### config.mk
export PLATFORM = sky130hd
export DESIGN_NAME = park_gate_counter
export DESIGN_NICKNAME = d
export VERILOG_FILES = /design/src/rtl/park_gate_counter.sv
export SDC_FILE = /design/constraint.sdc
export NUM_CORES = 1
export LEC_CHECK = 0
export CAP_MARGIN = 25
export CORE_ASPECT_RATIO = 1.5
export CORE_MARGIN = 4
export CORE_UTILIZATION = 45
export DETAILED_ROUTE_END_ITERATION = 8
export PLACE_DENSITY_LB_ADDON = 0.25
export SYNTH_ARGS = -nofsm -noshare
export SYNTH_HDL_FRONTEND = slang
export SYNTH_SLANG_ARGS = --single-unit
### constraint.sdc
create_clock -name clk -period 4.5 [get_ports clk]
set_input_delay 0.675 -clock clk [delete_from_list [all_inputs] [get_ports clk]]
set_output_delay 0.675 -clock clk [all_outputs]
set_load 0.03 [all_outputs]
### src/rtl/park_gate_counter.sv
// ----------------------------------------------------------------------------
// park_gate_counter
//
// Tracks car park occupancy from NUM_GATES independent two-beam gates. Each
// gate has an outer beam (a) and an inner beam (b). A car entering breaks
// them in the order a, a+b, b, none. A car leaving breaks them in the
// reverse order. A per-gate FSM follows these sequences. It holds while the
// code stays the same. It steps back one state on a single-step reversal.
// Any other code drops it back to IDLE. Completed passes from all gates are
// combined into one occupancy update each cycle. Passes that would take the
// count past CAPACITY or below zero are refused, starting from the highest
// gate index.
//
// Optional feature (compile-time macro PARK_GATE_ERR_EN):
//   When defined, the port gate_err and its logic are present. The port
//   gives a one-cycle pulse for each illegal sensor transition on a gate.
//
// Ports:
//   clk          in   single clock, rising edge
//   reset        in   synchronous, active-high
//   sens_a       in   [NUM_GATES] outer beam per gate, 1 = blocked
//   sens_b       in   [NUM_GATES] inner beam per gate, 1 = blocked
//   count        out  [CNT_W]     registered occupancy
//   full         out  count == CAPACITY
//   empty        out  count == 0
//   entry_pulse  out  [NUM_GATES] accepted entry, one cycle
//   exit_pulse   out  [NUM_GATES] accepted exit, one cycle
//   reject_pulse out  [NUM_GATES] completed pass refused at a limit
//   gate_err     out  [NUM_GATES] illegal transition (PARK_GATE_ERR_EN only)
// ----------------------------------------------------------------------------
module park_gate_counter #(
    parameter int NUM_GATES = 2,
    parameter int CNT_W     = 6,
    parameter int CAPACITY  = 40
) (
    input  logic                 clk,
    input  logic                 reset,
    input  logic [NUM_GATES-1:0] sens_a,
    input  logic [NUM_GATES-1:0] sens_b,
    output logic [CNT_W-1:0]     count,
    output logic                 full,
    output logic                 empty,
    output logic [NUM_GATES-1:0] entry_pulse,
    output logic [NUM_GATES-1:0] exit_pulse,
    output logic [NUM_GATES-1:0] reject_pulse
`ifdef PARK_GATE_ERR_EN
    ,
    output logic [NUM_GATES-1:0] gate_err
`endif
);

    // Headroom for count + up to 8 entries - up to 8 exits, kept signed.
    localparam int SW = CNT_W + 4;
    localparam logic signed [SW-1:0] CAP_S = SW'(CAPACITY);

    typedef enum logic [2:0] {
        IDLE = 3'd0,
        EN1  = 3'd1,
        EN2  = 3'd2,
        EN3  = 3'd3,
        EX1  = 3'd4,
        EX2  = 3'd5,
        EX3  = 3'd6
    } gate_state_t;

    gate_state_t state_q [NUM_GATES];
    gate_state_t state_d [NUM_GATES];
    logic [1:0]  code    [NUM_GATES];

    logic [NUM_GATES-1:0] entry_done;
    logic [NUM_GATES-1:0] exit_done;
    logic [NUM_GATES-1:0] entry_acc;
    logic [NUM_GATES-1:0] exit_acc;
    logic [NUM_GATES-1:0] reject_d;
    logic [3:0]           e_cnt;
    logic [3:0]           x_cnt;
    logic [3:0]           rej_left;
    logic signed [SW-1:0] sum_s;
    logic [CNT_W-1:0]     count_d;

    always_comb begin
        for (int g = 0; g < NUM_GATES; g++) begin
            code[g] = {sens_a[g], sens_b[g]};
        end
    end

    // ---------------------------------------------------------------
    // Process 1: per-gate state register
    // ---------------------------------------------------------------
    // NOTE: sequential state is written with non-blocking assignments so every
    // register samples pre-edge values regardless of process ordering.
    always_ff @(posedge clk) begin
        for (int g = 0; g < NUM_GATES; g++) begin
            if (reset) state_q[g] <= IDLE;
            else       state_q[g] <= state_d[g];
        end
    end

    // ---------------------------------------------------------------
    // Process 2: next-state logic
    // Forward step, hold on own code, one-step backtrack, else IDLE.
    // ---------------------------------------------------------------
    always_comb begin
        for (int g = 0; g < NUM_GATES; g++) begin
            // NOTE: a default before the case keeps every path assigned, so no
            // latch is inferred for unlisted codes or the unused encoding.
            state_d[g] = IDLE;
            case (state_q[g])
                IDLE: case (code[g])
                          2'b10:   state_d[g] = EN1;
                          2'b01:   state_d[g] = EX1;
                          default: state_d[g] = IDLE;
                      endcase
                EN1:  case (code[g])
                          2'b10:   state_d[g] = EN1;
                          2'b11:   state_d[g] = EN2;
                          default: state_d[g] = IDLE;
                      endcase
                EN2:  case (code[g])
                          2'b11:   state_d[g] = EN2;
                          2'b01:   state_d[g] = EN3;
                          2'b10:   state_d[g] = EN1;
                          default: state_d[g] = IDLE;
                      endcase
                EN3:  case (code[g])
                          2'b01:   state_d[g] = EN3;
                          2'b11:   state_d[g] = EN2;
                          default: state_d[g] = IDLE;
                      endcase
                EX1:  case (code[g])
                          2'b01:   state_d[g] = EX1;
                          2'b11:   state_d[g] = EX2;
                          default: state_d[g] = IDLE;
                      endcase
                EX2:  case (code[g])
                          2'b11:   state_d[g] = EX2;
                          2'b10:   state_d[g] = EX3;
                          2'b01:   state_d[g] = EX1;
                          default: state_d[g] = IDLE;
                      endcase
                EX3:  case (code[g])
                          2'b10:   state_d[g] = EX3;
                          2'b11:   state_d[g] = EX2;
                          default: state_d[g] = IDLE;
                      endcase
                default: state_d[g] = IDLE;
            endcase
        end
    end

    // ---------------------------------------------------------------
    // Process 3: per-gate decode of completions (and illegal codes)
    // ---------------------------------------------------------------
`ifdef PARK_GATE_ERR_EN
    logic [NUM_GATES-1:0] illegal;
`endif

    always_comb begin
        for (int g = 0; g < NUM_GATES; g++) begin
            entry_done[g] = (state_q[g] == EN3) && (code[g] == 2'b00);
            exit_done[g]  = (state_q[g] == EX3) && (code[g] == 2'b00);
`ifdef PARK_GATE_ERR_EN
            // Each state has exactly one code that is neither a hold, a
            // forward step nor a backtrack.
            case (state_q[g])
                IDLE:    illegal[g] = (code[g] == 2'b11);
                EN1:     illegal[g] = (code[g] == 2'b01);
                EN2:     illegal[g] = (code[g] == 2'b00);
                EN3:     illegal[g] = (code[g] == 2'b10);
                EX1:     illegal[g] = (code[g] == 2'b10);
                EX2:     illegal[g] = (code[g] == 2'b00);
                EX3:     illegal[g] = (code[g] == 2'b01);
                default: illegal[g] = 1'b1;
            endcase
`endif
        end
    end

    // ---------------------------------------------------------------
    // Occupancy arbitration: apply count + E - X and clamp at either limit.
    // The excess passes are refused from the highest gate index down.
    // ---------------------------------------------------------------
    always_comb begin
        e_cnt    = '0;
        x_cnt    = '0;
        rej_left = '0;
        for (int g = 0; g < NUM_GATES; g++) begin
            e_cnt = e_cnt + {3'b000, entry_done[g]};
            x_cnt = x_cnt + {3'b000, exit_done[g]};
        end

        sum_s = $signed({4'b0000, count})
              + $signed({{CNT_W{1'b0}}, e_cnt})
              - $signed({{CNT_W{1'b0}}, x_cnt});

        entry_acc = entry_done;
        exit_acc  = exit_done;
        reject_d  = '0;
        count_d   = sum_s[CNT_W-1:0];

        if (sum_s > CAP_S) begin
            rej_left = 4'(sum_s - CAP_S);
            count_d  = CNT_W'(CAPACITY);
            for (int g = NUM_GATES - 1; g >= 0; g--) begin
                if (entry_done[g] && rej_left != 4'd0) begin
                    entry_acc[g] = 1'b0;
                    reject_d[g]  = 1'b1;
                    rej_left     = rej_left - 4'd1;
                end
            end
        end else if (sum_s[SW-1]) begin
            rej_left = 4'(-sum_s);
            count_d  = '0;
            for (int g = NUM_GATES - 1; g >= 0; g--) begin
                if (exit_done[g] && rej_left != 4'd0) begin
                    exit_acc[g] = 1'b0;
                    reject_d[g] = 1'b1;
                    rej_left    = rej_left - 4'd1;
                end
            end
        end
    end

    // ---------------------------------------------------------------
    // Registered outputs. Reset wins over any completion on the same edge.
    // ---------------------------------------------------------------
    always_ff @(posedge clk) begin
        if (reset) begin
            count        <= '0;
            entry_pulse  <= '0;
            exit_pulse   <= '0;
            reject_pulse <= '0;
        end else begin
            count        <= count_d;
            entry_pulse  <= entry_acc;
            exit_pulse   <= exit_acc;
            reject_pulse <= reject_d;
        end
    end

`ifdef PARK_GATE_ERR_EN
    always_ff @(posedge clk) begin
        if (reset) gate_err <= '0;
        else       gate_err <= illegal;
    end
`endif

    assign full  = (count == CNT_W'(CAPACITY));
    assign empty = (count == '0);

endmodule

* After elaboration in Yosys (flattened, before gate mapping)
Memories as Yosys holds them, arrays and structs flattened.
Cells that the tools add are included.
** Word-level totals
- Input bits :: 6
- Word-level logic and storage cells :: 95
- Memories :: 1
- Bits in writable memories :: 6
- Register bits :: 12
- Output and inout bits :: 14
** Memory list
- state_q :: depth 2, bits a word 3, read ports 2, clocked after Yosys merged registers in 0, wr ports 2, RTL line 66 : gate_state_t state_q [NUM_GATES];
** Cells by class
- Bitwise logic cells :: 2
- Magnitude comparators :: 1
- Eq/ne operators :: 19
- Multiplexer cells :: 41
- Reductions and logical operators :: 18
- Add/subtract/negate cells :: 8
** Operators by type and width (count)
- $pmux W3 S7 :: 2
- $pmux W3 S2 :: 6
- $mux W4 :: 5
- $eq A3 B3 Y1 const B :: 6
- $pmux W3 S3 :: 2
- $pmux W2 S2 :: 4
- $reduce_bool A4 Y1 :: 4
- $eq A3 B2 Y1 const B :: 4
- $mux W6 :: 2
- $pmux W2 S3 :: 2
- $mux W1 :: 11
- $mux W2 :: 5
- $eq A2 B2 Y1 const B :: 4
- $gt A8 B7 Y1 const B :: 1
- $logic_and A1 B1 Y1 :: 8
- $sub A4 B1 Y4 const B :: 2
- $sub A7 B2 Y8 :: 1
- $add A6 B2 Y7 :: 1
- $eq A3 B1 Y1 const B :: 2
- $eq A6 B6 Y1 const B :: 1
- $logic_not A3 Y1 :: 2
- $logic_not A6 Y1 :: 1
- $mux W3 :: 2
- $add A1 B1 Y2 :: 2
- 6 further kinds :: 9

* Longest topological paths before layout
An unclocked memory read counts as a cell.
- Word-level depth :: 17
- Gate-level depth with buffers :: 16

* Least setup slack after synthesis
No wires, ideal clock.
- Path type :: in2reg
- Start :: input sens_a[0]
- End :: register entry_pulse[0]
- Setup time :: 100 ps
- Setup slack :: 350 ps
- Arrival time :: 4051 ps
- Stages :: 14
- Path through :: inv_1 > ha_1 > nand2_1 > or2_2 > fa_1 > inv_1 > fa_1 > ha_1 > fa_1 > xor2_1 > o32a_1 > nand2_1 > a21bo_4 > a2111oi_4
** Between the ends
- Cells in the longest elaborated chain, start to end :: 14
- Elaborated cells between the ends (all ways) :: 18
- Those cells by class :: add/sub (6); order compare (1); mux (4); reduce/logical (7)
** Ends and longest elaborated chain
- from (decl) :: RTL line 38 : input logic [NUM_GATES-1:0] sens_a,
- $logic_not A2 Y1 * :: RTL line 160, 161
- parallel branches: the longest is 12 deep, another holds $sub A7 B2 Y8
- $mux W2 * :: RTL line 201 : if (sum_s > CAP_S) begin
- to (signal assigned) :: RTL line 235 : entry_pulse <= entry_acc;
- to (decl) :: RTL line 43 : output logic [NUM_GATES-1:0] entry_pulse,
Every way passes the cells marked *. The select of a mux whose other input is x is not followed.
A chain may end at the register's enable or synchronous reset.

* Final worst setup path
- Start :: input sens_a[0]
- End :: register reject_pulse[0]
** Between the ends
- Cells in the longest elaborated chain, start to end :: 16
- Elaborated cells between the ends (all ways) :: 29
- Those cells by class :: add/sub (8); order compare (1); mux (9); reduce/logical (11)
** Ends and longest elaborated chain
- $logic_not A2 Y1 * :: RTL line 160, 161
- $logic_and A1 B1 Y1 :: RTL line 160 : entry_done[g] = (state_q[g] == EN3) && (code[g] == 2'b00);
- $add A1 B1 Y2 :: RTL line 188 : e_cnt = e_cnt + {3'b000, entry_done[g]};
- $add A6 B2 Y7 :: RTL line 193 : + $signed({{CNT_W{1'b0}}, e_cnt})
- $sub A7 B2 Y8 * :: RTL line 194 : - $signed({{CNT_W{1'b0}}, x_cnt});
- named net sum_s[2] :: RTL line 78 : logic signed [SW-1:0] sum_s;
- parallel branches: the longest is 10 deep, another holds $neg A4 Y4
- $mux W2 * :: RTL line 201
- to (signal assigned) :: RTL line 237 : reject_pulse <= reject_d;
- to (decl) :: RTL line 45 : output logic [NUM_GATES-1:0] reject_pulse
Mark *: on every way through the listed nets, which the timed path passes. The select of a mux whose other input is x is not followed.

==> flow_summary_export.csv <==
group,metric,value,unit
synthesis,netlist_instances,192,
sta,max-slew-margin-rel,0.586,
floorplan,io-pin-count,20,
synthesis,synth_top_family_by_area,"adder cells",
finish,regArea,360,um^2
sta,timing.hold.ws,0.628,ns
detailed_routing,via_count,1452,
floorplan,core,0.00345,mm^2
sta,setup_viol,0,
synthesis,synthSimpleGateAreaFrac,0.206,
synthesis,ys_ff_latch,18,
finish,area_growth,24.8,%
synthesis,synth.distinct_cells,45,
floorplan,dieArea,0.00470,mm^2
synthesis,synth_top_area_cell,"dfxtp_1",
sta,max_slew.worst_pin.slew,0.619,ns
grt,first_global_vias,1439,
sta,timing.fmax,0.231,GHz
detailed_routing,via_per_inst,5.50,
synthesis,synth_area,0.00164,mm^2
clock_network,insertion_delay,0.26,ns
finish,diodes,0,
detailed_routing,drt_iter0_markers,63,
grt,antenna_found_initial,0,
pwr,clockPowerShare,0.158,
outcome,outcome,"finished, final reports clean",
finish,final_cell_area,0.00205,mm^2
worst_setup_path,critPathLaunchType,"primary input",
grt,grt_pass1_wl,6200,um
floorplan,initial_core_util,0.476,
sta,setup_tns,0,ns
placed_design,post_dp_cell_area,0.00197,mm^2
worst_hold_path,hold_path.class,"reg -> reg",
synthesis,synth_commonest_cells,"ha_1, inv_1, nor2_1",
finish,drive_above_1_share,0.171,
pwr,power.leakage,0.000834,uW
pwr,p_per_area,413,mW/mm^2
floorplan,die_y,82.0,um
detailed_routing,ant_nets,0,
synthesis,synthMuxAreaShare,0.0244,
detailed_routing,wire_per_inst,13.8,um
clock_network,cts_root_buf,"clkbuf_8",
pwr,power_frac_comb,0.612,
placed_design,dp_hpwl,3000,um
pwr,swShare,0.420,
clock_network,clockBufferDepth,2,
synthesis,async_flop_share,0,
finish,multi_input_area,0.00120,mm^2
worst_hold_path,whs_path_depth,2,
worst_setup_path,arrival,4.44,ns
pwr,p_int,491,uW
sta,fin_crit,4.32,ns
sta,drv_slew,0,
clock_network,clkTransAtPathRegs,0.07,ns
synthesis,yosysMostFrequentCell,"ha_1",
grt,grt_max_degree,15,
grt,overflow,0,
clock_network,cts_sinks,18,
sta,hold_viol,0,
detailed_routing,dr.pass1.iters,4,
synthesis,synth_flop_cell,"dfxtp_1",
finish,fillCellCount,309,
detailed_routing,totalWireLength,3630,um
pwr,p_sw,356,uW
finish,nets,257,
pwr,power.total,846,uW
placed_design,gp_congestion,0.885,
sta,rsz0062_at_grt,"false",
synthesis,synth-compound-area-share,0.223,
synthesis,synth_warnings,0,
clock_network,cts_buffers,3,
synthesis,synthAdderAreaFrac,0.227,
worst_setup_path,worstRegToRegCells,13,
synthesis,synth_edf_count,0,
floorplan,die_w,57.3,um
pwr,peakVddDrop,0.000340,V
synthesis,syn_avg_cell_area,8.55,um^2
grt,grt_usage,0.166,
synthesis,netlist.area_leader.share,0.220,
worst_setup_path,cp_max_fo,5,
job,maxCapViolations,0,
sta,finClkSkew,0.00501,ns
clock_network,cts_tree,"built",
synthesis,synth_xor_xnor_area_share,0.0320,
worst_setup_path,required,4.62,ns
sta,period_share,0.961,
worst_setup_path,end_kind,"flop",
synthesis,yosys-top-cells-area,"dfxtp_1, ha_1, inv_1",
synthesis,synth_nets,226,
clock_network,htreeDepth,1,
detailed_routing,drc,0,
pwr,seq_power_share,0.230,
clock_network,cts_hold_buf,0,
synthesis,synth_seq_area_share,0.220,
floorplan,fp-row-count,26,
placed_design,io_buffer_count,19,
worst_setup_path,worst-setup-path-type,"in -> reg",
## worst max-delay path: stages
cell and delay [ns]:
clkdlybuf4s50_1 0.43, inv_1 0.10, ha_2 0.18, nand2_1 0.06
or2_2 0.32, fa_1 0.54, inv_1 0.05, fa_1 0.39
ha_2 0.20, fa_2 0.58, inv_2 0.07, a221oi_1 0.26
a31oi_1 0.06, o31a_1 0.29, a22oi_2 0.19, nor3_1 0.06
## cells by family after synthesis
family                     Yosys count
xor gates and xnor gates             6
muxes                                4
AOI/OAI and AO/OA                   44
adders and majority gates           28
and+or+nand+nor                     63
DFF                                 18
buffers and inverters               29
## layout by cell type, fill, tap and decap left out, types with 3 or more instances in the layout
master           instances
nand2b_1                 5
nor2_1                  20
a21oi_1                  8
inv_1                   19
nor2b_1                  5
clkdlybuf4s50_1         19
xnor2_1                  3
a211oi_1                 6
o31a_1                   3
nor3_1                  10
nand2_1                  7
clkbuf_8                 4
a31oi_1                  3
o21ai_0                  4
buf_4                   16
dfxtp_1                 18
or2_2                    3
ha_1                    23
mux2i_1                  4
## final timing paths
path / slack, ns / end / startpoint
worst max-delay path: 0.18 / reject_pulse[0] / sens_a[0]
worst min-delay path: 0.63 / state_q[0][1] / state_q[0][1]
worst max register to register: 0.60 / reject_pulse[0] / state_q[0][0]
worst min register to register: 0.63 / state_q[0][1] / state_q[0][1]
## registers in the layout, summed over array words and instances, names as in the netlist
register	cells
reject_pulse	2
count	6
entry_pulse	2
exit_pulse	2
state_q	6
## through the flow
step / util / std cells / setup WS, ns
6_report: 0.594 / 264 / 0.177
5_1_grt: 0.594 / 264 / 0.0121
4_1_cts: 0.586 / 264 / 0.0809
3_5_place_dp: 0.570 / 260 / -0.188
3_3_place_gp: 0.570 / 260 / -0.104
2_1_floorplan: - / 192 / 0.350
## power by group through the flow
stage / clock (uW) / sequential (uW) / combinational, uW
after detailed placement: 0 / 198 / 504
after CTS: 137 / 195 / 510
final: 134 / 194 / 518
after global placement: 0 / 197 / 496
after global routing: 145 / 198 / 562
after floorplan: 0 / 204 / 352
## layout make-up
class,count,share of cell area
multi-input cells,145,0.584
flip-flops and latches,18,0.176
repair buffers,35,0.151
inverters,20,0.0366
clock buffers,4,0.0269
well taps,42,0.0256
## timing repair
item,CTS,global route
endpoints found under the setup margin,0,7
gates resized for setup,0,8
buffers inserted,0,0
## per-layer routing
metal / vias up / routed length [um] / global-route usage / share of wire
met3: 11 / 77 / 0.0110 / 0.021
li1: 735 / - / - / -
met5: - / 0 / 0 / 0
met4: 0 / 112 / 0.0789 / 0.031
met1: 679 / 1400 / 0.166 / 0.39
met2: 27 / 2040 / 0.339 / 0.56
(Power assumes the default switching activity.)
